[src/rtl/loopback_pkg.sv]
// loopback_pkg
//   Shared types and default sizing for the pin-loopback checker.
//   state_t  : checker FSM states
//   cmp_t    : result of one s1-vs-s2 sequence compare
//   *_DEF    : default widths and thresholds used by the modules
package loopback_pkg;

   localparam int unsigned PAT_W_DEF      = 15;
   localparam int unsigned SLOW_W_DEF     = 4;
   localparam int unsigned LOCK_COUNT_DEF = 4;
   localparam int unsigned LOSS_COUNT_DEF = 4;
   localparam int unsigned ERR_W_DEF      = 8;
   // Lock and loss thresholds are limited to 1..15.
   localparam int unsigned CNT_W          = 4;

   typedef enum logic [1:0] {
      IDLE   = 2'd0,
      SEEK   = 2'd1,
      LOCKED = 2'd2
   } state_t;

   typedef enum logic {
      CMP_BAD  = 1'b0,
      CMP_GOOD = 1'b1
   } cmp_t;

endpackage

[src/rtl/loopback_cmp.sv]
// loopback_cmp
//   Combinational sequence compare between the newest sample (s1) and the
//   one before it (s2). Good when the fast pattern stepped by exactly one
//   and the slow pattern stepped by one only on the fast-pattern wrap.
//   Ports:
//     i_s1_pat / i_s1_slow : newest captured sample
//     i_s2_pat / i_s2_slow : previous captured sample
//     o_result             : CMP_GOOD or CMP_BAD
module loopback_cmp
   import loopback_pkg::*;
#(
   parameter int unsigned PAT_W  = PAT_W_DEF,
   parameter int unsigned SLOW_W = SLOW_W_DEF
) (
   input  logic [PAT_W-1:0]  i_s1_pat,
   input  logic [PAT_W-1:0]  i_s2_pat,
   input  logic [SLOW_W-1:0] i_s1_slow,
   input  logic [SLOW_W-1:0] i_s2_slow,
   output cmp_t              o_result
);

   logic [PAT_W-1:0]  w_pat_exp;
   logic [SLOW_W-1:0] w_slow_exp;

   assign w_pat_exp  = i_s2_pat + {{(PAT_W-1){1'b0}}, 1'b1};
   // Slow pattern carries only when the fast pattern is wrapping.
   assign w_slow_exp = (&i_s2_pat) ? (i_s2_slow + {{(SLOW_W-1){1'b0}}, 1'b1})
                                   : i_s2_slow;

   always_comb begin
      o_result = CMP_BAD;
      if ((i_s1_pat == w_pat_exp) && (i_s1_slow == w_slow_exp))
         o_result = CMP_GOOD;
   end

endmodule

[config.mk]
export PLATFORM = sky130hd
export DESIGN_NAME = loopback_cmp
export DESIGN_NICKNAME = d
export VERILOG_FILES = /design/src/rtl/loopback_pkg.sv /design/src/rtl/loopback_cmp.sv
export SDC_FILE = /design/constraint.sdc
export NUM_CORES = 1
export LEC_CHECK = 0
export BUFFER_PORTS_ARGS = -buffer_cell sky130_fd_sc_hd__buf_2
export CAP_MARGIN = 5
export CORE_MARGIN = 2
export CORE_UTILIZATION = 25
export DETAILED_ROUTE_END_ITERATION = 10
export GPL_TIMING_DRIVEN = 0
export PLACE_DENSITY = 0.57
export SLEW_MARGIN = 20
export SYNTH_ARGS = -nofsm -noshare
export SYNTH_HDL_FRONTEND = slang
export SYNTH_SLANG_ARGS = --single-unit
export TNS_END_PERCENT = 5
[constraint.sdc]
create_clock -name vclk -period 2.1
set_input_delay 0.105 -clock vclk [all_inputs]
set_output_delay 0.105 -clock vclk [all_outputs]
set_load 0.1 [all_outputs]
Yosys cells after proc, flatten, opt, wreduce, memory -nomap -nowiden
Index checks and enable logic that the tools add are counted.
{ "word_totals": {"word_cells": 8, "in_bits": 38, "register_bits": 0, "out_inout_bits": 1} }
{ "classes": {"n_addsub": 2, "eq_ne": 2, "n_reduce_logical": 2, "mux": 2} }
{ "ops": {"columns": ["op", "n"], "rows": [
  ["15-bit by 1-bit adder with 15-bit output, second input constant", 1],
  ["15-bit equality test", 1],
  ["15-bit AND reduction", 1],
  ["4-bit by 1-bit adder with 4-bit output, second input constant", 1],
  ["4-bit equality test", 1],
  ["4-bit 2-to-1 mux", 1],
  ["1-bit logical AND", 1],
  ["1-bit 2-to-1 mux", 1]
]} }

Longest topological paths before layout
{ "depth": {"ltp_word": 5, "ltp_mapped": 7, "mapped_depth_nobuf": 7} }

Worst setup path before layout
Ideal clock, no wire load.
{ "synth_path": {"path_type": "input -> output", "from": "input i_s2_pat[0]", "to": "output o_result", "n_path_buf": 0, "cell_stages": 7, "t_required_ps": 1995, "arrival_ps": 3339, "setup_slack_ps": -1344, "cell_sequence": "ha_1 nand4_1 or4_4 or3_1 a2bb2oi_2 nand4_1 nor4_2"} }
{ "synth_via": {"elab_chain_len": 5, "word_cells_on_any_way": 7, "classes_between": "1 x add/sub; 2 x eq/ne; 2 x mux; 2 x reduce/logical"} }
{ "synth_lines": {"columns": ["element", "line_no", "source"], "rows": [
  ["start, declared", "loopback_cmp.sv:16", "input logic [PAT_W-1:0] i_s2_pat,"],
  ["parallel branches: the longest is 3 deep, another holds 15-bit by 1-bit adder with 15-bit output", null, null],
  ["1-bit logical AND *", "loopback_cmp.sv:32", "if ((i_s1_pat == w_pat_exp) && (i_s1_slow == w_slow_exp))"],
  ["1-bit 2-to-1 mux *", "loopback_cmp.sv:32", null],
  ["end, declared", "loopback_cmp.sv:19", "output cmp_t o_result"]
]} }
Every way passes the cells marked *.

Worst setup path after layout
{ "layout_path": {"from": "input i_s2_pat[9]", "to": "output o_result"} }
The elaborated chain is that of the path after synthesis.

==> out/metrics.cfg <==
[timing]
slew_viol_final = 0
achievable-frequency_mhz = 454.2
post-route-period-util = 1.048
tightest_slew_ns = 0.3401
slew-limit-headroom = 0.7712
finalHoldViolCount = 0
postLayoutSetupSlackWorst_ns = -0.1017
period_needed_ns = 2.202
grt_setup_unrepaired = true
finalSetupViolations = 1

[die]
die_x_um = 53.62
start_util = 0.2705
io-pin-count = 39
floorplan.die_area_mm2 = 0.002875
floorplan.rows = 17
die_height_um = 53.62
core-area_mm2 = 0.002276

[yosys]
synth-compound-area-share = 0.09146
synth_simple_gate_area_share = 0.4289
synthMuxAreaShare = 0.06504
leading_cell_type_by_number_of_instances_after_synthesis = sky130_fd_sc_hd__xnor2_1
synth_top_family_by_area = simple AND/OR/NAND/NOR gates
yosys-top-cells-count = 18 x sky130_fd_sc_hd__xnor2_1, 9 x sky130_fd_sc_hd__nand4_1, 7 x sky130_fd_sc_hd__xor2_1
synth.distinct_cells = 30
synthXorXnorAreaFrac = 0.3557
netlist_area_um2 = 615.6
synth_top_area_frac = 0.2561
mappedNetlistNets = 125
synth_sequential_area_ratio = 0
post_synth_fa_ha_maj_area_fraction = 0.04065
synth_top_cell_by_area = sky130_fd_sc_hd__xnor2_1
synth.top_cells.by_area = sky130_fd_sc_hd__xnor2_1 26%, sky130_fd_sc_hd__xor2_1 10%, sky130_fd_sc_hd__nand4_1 9.1%, sky130_fd_sc_hd__mux2i_1 6.5%, sky130_fd_sc_hd__nor3_1 4.9%
syn-instance-count = 85
syn_avg_cell_area_um2 = 7.242
synthesis.yosys.warnings = 0

[drt]
dr.pass1.iters = 4
routed_wire_length_per_instance_um = 10.83
detail_route.iter0.violations = 5
post-route-drc-count = 0
detail_route.vias_per_cell = 5.065
routed-via-count = 780
drt-total-wl_um = 1668
detail-route-antenna-nets = 0

[run]
max-cap-violations = 0

[layout]
finish.net_count = 168
layoutNonFillerInstCount = 154
ff_latch_area_um2 = 0
antenna_cells = 0
clockBufferCount = 0
final_layout_size_suffix_gt1_frac = 0.4048
fillerInstances = 237
syn_to_final_growth_pct = 54.67
design.seq.count = 0

[global_route]
initial_antenna_violation_count = 0
globalRouteOverflowTotal = 0
met3_usage = 0
global_route_wire_length_before_repair_um = 2573
grt_use_total = 0.1136
grt_start_max_net_pins = 8
grt.met1_usage = 0.1568
first_global_vias = 660
grt_most_used_layer = met2
met2_usage = 0.2099

[worst_setup_path]
cp_common_cell = sky130_fd_sc_hd__nand4_1
crit_chain = clkbuf_4 -> nand4_1 -> or4_4 -> or3_1 -> a2bb2oi_2 -> nand4_1 -> nor4_4 -> buf_6
crit_path_max_incr_delay_ns = 0.56
setup.worst_path.end_class = output pin
path_max_fanout = 6
timing_worst_setup_path_type = primary input to output pin
timing.critical_path.required_ns = 2.00
arrival_ns = 2.10
worst_path_cell_with_the_longest_stage_delay = sky130_fd_sc_hd__or4_4
worst_setup_path_start_kind = primary input

[placement]
port_buffer_count = 38
dp_cells = 151
dp_hpwl_um = 1495
final_weighted_congestion_in_routability_driven_placement = 0.7056
placement.setup.worst_slack_ns = -0.4038

[status]
violated_checks = setup timing
status = finished, violations left

[hold_path]
hold_path.class = primary input to output pin

[power_and_ir_drop]
leakage_nw = 0.3804
vdd_drop_max_mv = 0.07777
powerDensity_mw_per_mm2 = 176.7

-- cells in the final DEF (no fill, tap or decap), types with 2 or more instances in the layout --
cell	instances
sky130_fd_sc_hd__a21oi_1	2
sky130_fd_sc_hd__buf_2	29
sky130_fd_sc_hd__buf_4	3
sky130_fd_sc_hd__buf_6	5
sky130_fd_sc_hd__buf_8	3
sky130_fd_sc_hd__clkbuf_4	2
sky130_fd_sc_hd__mux2i_1	4
sky130_fd_sc_hd__nand2_1	6
sky130_fd_sc_hd__nand3_1	5
sky130_fd_sc_hd__nand4_1	9
sky130_fd_sc_hd__nor2_1	4
sky130_fd_sc_hd__nor3_1	6
sky130_fd_sc_hd__nor4_1	2
sky130_fd_sc_hd__o21ai_0	2
sky130_fd_sc_hd__or4_4	2
sky130_fd_sc_hd__xnor2_1	18
sky130_fd_sc_hd__xor2_1	7
-- layout make-up --
| class | instances | area, µm² | area share |
|---|---|---|---|
| timing repair buffer | 41 | 269.0 | 0.2825 |
| inverter | 1 | 3.754 | 0.003942 |
| tap | 28 | 35.03 | 0.03679 |
| buffer | 1 | 15.01 | 0.01577 |
| multi-input combinational | 83 | 629.4 | 0.6610 |
-- what timing repair did --
| item | 4_1_cts | 5_1_grt |
|---|---|---|
| hold buffers | 0 | 0 |
| buffers inserted | 1 | 2 |
| resized for setup | 11 | 4 |
| gates cloned | 0 | 0 |
| pin swaps | 3 | 2 |
| setup endpoints to repair | 1 | 1 |
-- per-layer routing --
metal  vias up  part of all wire
li1        406                 -
met1       347              0.47
met2        27              0.47
met3         0             0.059
met4         0                 0
met5         -                 0
-- power breakdown --
part	switching [mW]	internal, mW	total, mW
combinational	0.0748	0.0935	0.168
clock	0	0	0
sequential	0	0	0
total	0.0748	0.0935	0.168
-- path summary, 6_finish.rpt --
kind	from	endpoint	slack [ns]	depth (start not counted)
setup / recovery	i_s2_pat[9]	o_result	-0.10	8
hold / removal	i_s1_pat[0]	o_result	0.78	6
-- cells by family (layout without fill, tap and decap cells) --
family                   count (synthesis)  in the layout
AO/OA/AOI/OAI                            8              8
XOR/XNOR                                25             25
adder cells (fa/ha/maj)                  2              2
buffers and inverters                    2             43
multiplexers                             4              4
AND/OR/NAND/NOR                         44             44
-- stage by stage --
| stage | total power [mW] | setup TNS [ns] | cell area, µm² | util | hold slack (ns) |
|---|---|---|---|---|---|
| 3_5_place_dp | 0.1576 | -0.4038 | 873.3 | 0.3837 | 0.8864 |
| 3_3_place_gp | 0.1549 | -0.3862 | 873.3 | 0.3837 | 0.8835 |
| 5_1_grt | 0.1867 | -0.2307 | 952.2 | 0.4184 | 0.8152 |
| 6_report | 0.1683 | -0.1017 | 952.2 | 0.4184 | 0.7785 |
| 4_1_cts | 0.1661 | -0.1824 | 924.6 | 0.4063 | 0.7856 |
| 2_1_floorplan | 0.09230 | -0.5073 | 648.1 | - | 0.5454 |
-- critical path, delay by kind of cell --
kind            cells  cell delay [ns]
compound gates      1             0.14
simple gates        5             1.44
buf+inv             2             0.40
(Power assumes the default switching activity.)
